--- src/rtl/uart_pkg.sv ---
// Shared definitions for the parametrised UART receiver: FSM states, parity
// modes, majority vote and the legal parameter envelope.
package uart_pkg;

  typedef enum logic [2:0] {
    IDLE,
    START,
    DATA,
    PAR,
    STOP
  } rx_state_t;

  localparam int PAR_NONE = 0;
  localparam int PAR_ODD  = 1;
  localparam int PAR_EVEN = 2;

  function automatic logic maj3(input logic [2:0] s);
    return (s[0] & s[1]) | (s[0] & s[2]) | (s[1] & s[2]);
  endfunction

  // The oversample rate must be even so that the first decision lands on a whole tick.
  function automatic bit cfg_legal(input int data_bits, input int parity,
                                   input int stop_bits, input int oversample);
    return (data_bits >= 5) && (data_bits <= 9) &&
           (parity >= PAR_NONE) && (parity <= PAR_EVEN) &&
           ((stop_bits == 1) || (stop_bits == 2)) &&
           (oversample >= 8) && (oversample <= 32) && ((oversample % 2) == 0);
  endfunction

endpackage

--- src/rtl/uart_rx_sampler.sv ---
// Line front end: 2-flop synchroniser on RXD and a 3-sample majority vote
// taken over the current tick and the two ticks before it.
module uart_rx_sampler
  import uart_pkg::*;
(
  input  logic CLK,
  input  logic RST_N,
  input  logic RXD,
  input  logic BAUD_EN,
  output logic rxd_sync,
  output logic vote
);

  logic [1:0] sync_ff;
  logic [1:0] hist;
  logic [2:0] window;

  // Both stages reset to the idle (mark) level so reset never looks like a start bit.
  always_ff @(posedge CLK or negedge RST_N) begin
    if (!RST_N) begin
      sync_ff <= 2'b11;
    end else begin
      sync_ff <= {sync_ff[0], RXD};
    end
  end

  assign rxd_sync = sync_ff[1];

  always_ff @(posedge CLK or negedge RST_N) begin
    if (!RST_N) begin
      hist <= 2'b11;
    end else if (BAUD_EN) begin
      hist <= {hist[0], rxd_sync};
    end
  end

  assign window = {hist, rxd_sync};
  assign vote   = maj3(window);

endmodule

--- src/rtl/uart_rx_param.sv ---
// Parametrised UART receiver: frame FSM, bit timing, parity/stop/break checks
// and a valid/ready output register with overrun reporting.
module uart_rx_param
  import uart_pkg::*;
#(
  parameter int DATA_BITS  = 8,
  parameter int PARITY     = 0,
  parameter int STOP_BITS  = 1,
  parameter int OVERSAMPLE = 16
) (
  input  logic                 CLK,
  input  logic                 RST_N,
  input  logic                 RXD,
  input  logic                 BAUD_EN,
  input  logic                 RX_READY,
  output logic [DATA_BITS-1:0] RX_DATA,
  output logic                 RX_VALID,
  output logic                 FRM_ERR,
  output logic                 PARITY_ERR,
  output logic                 BREAK_DET,
  output logic                 OVERRUN_ERR,
  output logic                 BUSY
);

  localparam int CW = $clog2(OVERSAMPLE + 1);
  localparam int BW = $clog2(DATA_BITS + 1);
  localparam logic [CW-1:0] HALF_C    = CW'(OVERSAMPLE / 2);
  localparam logic [CW-1:0] OS_C      = CW'(OVERSAMPLE);
  localparam logic [BW-1:0] DATA_LAST = BW'(DATA_BITS - 1);
  localparam logic [BW-1:0] STOP_LAST = BW'(STOP_BITS - 1);

  if (!cfg_legal(DATA_BITS, PARITY, STOP_BITS, OVERSAMPLE)) begin : g_cfg_check
    $error("uart_rx_param: illegal DATA_BITS/PARITY/STOP_BITS/OVERSAMPLE combination");
  end

  logic rxd_sync;
  logic vote;

  uart_rx_sampler u_sampler (
    .CLK      (CLK),
    .RST_N    (RST_N),
    .RXD      (RXD),
    .BAUD_EN  (BAUD_EN),
    .rxd_sync (rxd_sync),
    .vote     (vote)
  );

  rx_state_t            state, state_nxt;
  logic [CW-1:0]        tick_cnt, tick_nxt, cnt_inc;
  logic [BW-1:0]        bit_cnt, bit_nxt;
  logic [DATA_BITS-1:0] shift_reg, shift_nxt;
  logic                 par_pend, par_nxt;
  logic                 frm_pend, frm_nxt;
  logic                 seen_one, seen_nxt;
  logic                 decide;
  logic                 stop_frm, stop_seen;
  logic                 frame_done;
  logic                 done_brk;

  always_ff @(posedge CLK or negedge RST_N) begin
    if (!RST_N) begin
      state     <= IDLE;
      tick_cnt  <= '0;
      bit_cnt   <= '0;
      shift_reg <= '0;
      par_pend  <= 1'b0;
      frm_pend  <= 1'b0;
      seen_one  <= 1'b0;
    end else begin
      state     <= state_nxt;
      tick_cnt  <= tick_nxt;
      bit_cnt   <= bit_nxt;
      shift_reg <= shift_nxt;
      par_pend  <= par_nxt;
      frm_pend  <= frm_nxt;
      seen_one  <= seen_nxt;
    end
  end

  // seen_one tracks any 1 vote after the start bit; its absence at frame end means break.
  always_comb begin
    state_nxt  = state;
    tick_nxt   = tick_cnt;
    bit_nxt    = bit_cnt;
    shift_nxt  = shift_reg;
    par_nxt    = par_pend;
    frm_nxt    = frm_pend;
    seen_nxt   = seen_one;
    frame_done = 1'b0;
    done_brk   = 1'b0;
    cnt_inc    = tick_cnt + CW'(1);
    decide     = (state == START) ? (cnt_inc == HALF_C) : (cnt_inc == OS_C);
    stop_frm   = frm_pend | ~vote;
    stop_seen  = seen_one | vote;

    if (BAUD_EN) begin
      if (state != IDLE) begin
        tick_nxt = decide ? '0 : cnt_inc;
      end
      unique case (state)
        IDLE: begin
          if (!rxd_sync) begin
            state_nxt = START;
            tick_nxt  = '0;
            bit_nxt   = '0;
            shift_nxt = '0;
            par_nxt   = 1'b0;
            frm_nxt   = 1'b0;
            seen_nxt  = 1'b0;
          end
        end
        START: begin
          if (decide) begin
            state_nxt = vote ? IDLE : DATA;
          end
        end
        DATA: begin
          if (decide) begin
            shift_nxt = {vote, shift_reg[DATA_BITS-1:1]};
            seen_nxt  = stop_seen;
            if (bit_cnt == DATA_LAST) begin
              bit_nxt   = '0;
              state_nxt = (PARITY == PAR_NONE) ? STOP : PAR;
            end else begin
              bit_nxt = bit_cnt + BW'(1);
            end
          end
        end
        PAR: begin
          if (decide) begin
            par_nxt   = ((^shift_reg) ^ vote) != (PARITY == PAR_ODD);
            seen_nxt  = stop_seen;
            state_nxt = STOP;
          end
        end
        STOP: begin
          if (decide) begin
            frm_nxt  = stop_frm;
            seen_nxt = stop_seen;
            if (bit_cnt == STOP_LAST) begin
              frame_done = 1'b1;
              done_brk   = ~stop_seen;
              state_nxt  = IDLE;
            end else begin
              bit_nxt = bit_cnt + BW'(1);
            end
          end
        end
        default: state_nxt = IDLE;
      endcase
    end
  end

  // A completed frame is dropped, not queued, when the previous word is still unaccepted.
  always_ff @(posedge CLK or negedge RST_N) begin
    if (!RST_N) begin
      RX_DATA     <= '0;
      RX_VALID    <= 1'b0;
      FRM_ERR     <= 1'b0;
      PARITY_ERR  <= 1'b0;
      BREAK_DET   <= 1'b0;
      OVERRUN_ERR <= 1'b0;
    end else begin
      OVERRUN_ERR <= 1'b0;
      if (frame_done) begin
        if (!RX_VALID || RX_READY) begin
          RX_DATA    <= done_brk ? '0 : shift_reg;
          RX_VALID   <= 1'b1;
          FRM_ERR    <= stop_frm;
          PARITY_ERR <= par_pend;
          BREAK_DET  <= done_brk;
        end else begin
          OVERRUN_ERR <= 1'b1;
        end
      end else if (RX_VALID && RX_READY) begin
        RX_VALID   <= 1'b0;
        FRM_ERR    <= 1'b0;
        PARITY_ERR <= 1'b0;
        BREAK_DET  <= 1'b0;
      end
    end
  end

  assign BUSY = (state != IDLE);

endmodule

--- config.mk ---
export PLATFORM = sky130hd
export DESIGN_NAME = uart_rx_param
export DESIGN_NICKNAME = d
export VERILOG_FILES = /design/src/rtl/uart_pkg.sv /design/src/rtl/uart_rx_sampler.sv /design/src/rtl/uart_rx_param.sv
export SDC_FILE = /design/constraint.sdc
export NUM_CORES = 1
export LEC_CHECK = 0
export BUFFER_PORTS_ARGS = -buffer_cell sky130_fd_sc_hd__buf_2
export CAP_MARGIN = 20
export CELL_PAD_IN_SITES_DETAIL_PLACEMENT = 1
export CELL_PAD_IN_SITES_GLOBAL_PLACEMENT = 1
export CORE_MARGIN = 3
export CORE_UTILIZATION = 49
export CTS_BUF_LIST = sky130_fd_sc_hd__clkbuf_4
export CTS_CLUSTER_SIZE = 40
export DETAILED_ROUTE_END_ITERATION = 10
export HOLD_SLACK_MARGIN = 0.03
export MAX_ROUTING_LAYER = met4
export PLACE_DENSITY_LB_ADDON = 0.1
export SLEW_MARGIN = 20
export SYNTH_ARGS = -nofsm -noshare
export SYNTH_HDL_FRONTEND = slang
export SYNTH_SLANG_ARGS = --single-unit
--- constraint.sdc ---
create_clock -name CLK -period 2.2 [get_ports CLK]
set_clock_uncertainty 0.05 [all_clocks]
set_input_delay 0.11 -clock CLK [delete_from_list [all_inputs] [get_ports CLK]]
set_output_delay 0.11 -clock CLK [all_outputs]
set_load 0.005 [all_outputs]
==> run metrics <==
CP Depth 6; CP cell instances nor2_1 -> nand2_1 -> nor3_1 -> buf_4 -> o2111ai_2 -> o41ai_2; Area Overhead vs Synth 15.9%; Final Setup Violations 0; Synth Area per Inst 10.0 µm²; worst skew pair latency 0.34 ns; total gr overflow 0; initial core utilization 51.8%; die width 74.8 µm; total track usage 22.7%; GR Layer Usage met3 3.74%; Synth top area share 38.8%; layout cells sized above 1 26.0%; # DRC 0; initial antenna violation count 0; first-pass GRT wire length 9400 µm; Post-synth EDFFs 0; ys async rst share 100%; Layout Nets 269; CP Capture Type flop; routed len/inst 18.1 µm; slew margin rel. 39.1%; setup ws final 0.113 ns; crit path buf inv count 1; CTS tree built; gr busiest metal met2; Max IR drop VDD 569 µV; met1 usage 29.3%; Clock Path Buffers 2; drt first pass iters 4; Routed Antenna Nets 0; CP max FO 11; register area share after synthesis 43.4%; gp weighted congestion 0.925; Slowest-stage cell, CP dfrtp_1; Leakage 0.00119 µW; Yosys cell types 60; CP peak stage delay 0.52 ns; TritonCTS Buffers 5; startpoint types flop; vias in the first global route 1867; kind of critical path flop to flop; final core occ 60.1%; CP top delay family simple AND/OR/NAND/NOR gates; Ports 19; Final HPWL DP 4050 µm; Synth Net Count 239; Syn. warnings 0; Pins Over Slew Limit 0; die height 74.8 µm; min-delay worst type input pin to flop; clock sink total 40; reg2reg path depth 6; fin crit period 2.09 ns; area leader, netlist dfrtp_1; dominant synthesized flop cell dfrtp_1; worst slew pin tran 0.914 ns; # diodes 0; Tcrit/Tclk final 94.8%; IO buf count 18; largest net degree at the start of global routing 41; Vias/cell 5.99; Worst EP arrival 2.28 ns; pre-CTS WS -0.114 ns; Clock transition at path regs 0.13 ns; placeable core area 4470 µm²; Row Count 24; M2 GR Usage 37.2%; CTS H-tree lvls 2; status finished, final reports clean; WL final 5680 µm; final hold violation count 0; Post-Synthesis Cells 231; root buffer cell clkbuf_4; Post-Syn Area 2320 µm²; Yosys reg bits 40; Max Cap Viol 0; die footprint 5600 µm²; Peak Freq 479 MHz; DR iter-0 viols 90; required time of the critical path 2.39 ns; routed vias 1880; PD cells 835 nW/µm²; fillcell total 519; synth top area cells dfrtp_1, mux2i_1, dfstp_2; Hold Crit Depth 3
==> synth_stat cells (all sizes together) (3+ instances only) <==
| library cell | n |
|---|---|
| a21oi | 4 |
| a32o | 3 |
| and2 | 3 |
| and3 | 6 |
| buf | 8 |
| dfrtp | 36 |
| dfstp | 4 |
| ha | 3 |
| inv | 19 |
| mux2 | 3 |
| mux2i | 18 |
| nand2 | 18 |
| nand3 | 9 |
| nor2 | 14 |
| nor2b | 4 |
| nor3 | 6 |
| nor3b | 4 |
| nor4 | 3 |
| o21a | 3 |
| o21ai | 8 |
| o221ai | 3 |
| or2 | 3 |
| or3b | 4 |
| xnor2 | 9 |
| xor2 | 3 |
==> cell families after synthesis <==
group / share of synthesized area [%]
buf+inv: 5.07
xor+xnor: 5.18
flops: 43.4
mux: 9.22
fa+ha+maj: 2.05
simple gates: 19.5
compound gates: 15.6
==> metrics by stage <==
step                total power [µW]  area (µm²)  hold WS (ns)  cells  setup TNS (ns)
finish                          2250        2690        0.0653    314               0
global route                    2390        2690        0.0746    314        -0.00358
CTS                             2190        2640        0.0549    313               0
detailed placement              1690        2530         0.171    303          -0.114
global placement                1650        2530         0.167    303               0
floorplan                       1450        2320        -0.236    231               0
==> layer usage <==
layer  vias to the layer above  routed length, µm
li1                        890                  -
met1                       947               2650
met2                        34               2760
met3                         9                197
met4                         0                 68
met5                         -                  0
==> what timing repair did <==
action	in CTS	in global routing
pin swaps	0	1
setup endpoints to repair	1	26
resized for setup	1	10
endpoints found under the hold margin	37	0
buffers inserted	0	1
hold buffers	2	0
==> worst register-to-register path: stages, from the launching register on <==
cell and delay (ns):
dfrtp_1 0.52, nor2_1 0.30, nand2_1 0.16, nor3_1 0.20
buf_4 0.20, o2111ai_2 0.19, o41ai_2 0.36
==> where the power goes <==
part           switching [µW]  internal, µW
logic                     456           342
registers                 115           838
clock network             257           238
total                     828          1420
==> layout by cell type (no fill, tap or decap), types with 6 or more instances in the layout <==
master,n
inv_1,19
nor2_1,14
nand2_1,18
buf_4,12
buf_2,18
mux2i_1,17
dfrtp_1,35
nor3_1,6
xnor2_1,8
nand3_1,7
o21ai_0,7
==> cell type report <==
class / instances / area, µm² / area share, %
clock inverters: 3 / 42.5 / 1.58
clock buffers: 5 / 37.5 / 1.40
inverters: 19 / 71.3 / 2.65
flip-flops and latches: 40 / 1010 / 37.5
repair buffers: 33 / 220 / 8.19
well taps: 52 / 65.1 / 2.42
multi-input cells: 162 / 1240 / 46.3
==> path summary, 6_finish.rpt <==
kind / from / to / slack, ns
worst max-delay path: state[1]$_DFFE_PN0P_ / bit_cnt[3]$_DFFE_PN0P_ / 0.11
worst min-delay path: RX_READY / BREAK_DET$_DFFE_PN0P_ / 0.07
worst max register to register: state[1]$_DFFE_PN0P_ / bit_cnt[3]$_DFFE_PN0P_ / 0.11
worst min register to register: u_sampler.sync_ff[0]$_DFF_PN1_ / u_sampler.sync_ff[1]$_DFF_PN1_ / 0.32
max in group asynchronous: RST_N / state[2]$_DFFE_PN0P_ / 1.11
min in group asynchronous: RST_N / RX_VALID$_DFFE_PN0P_ / 0.38
No activity file was read; power rests on OpenSTA's default activity.
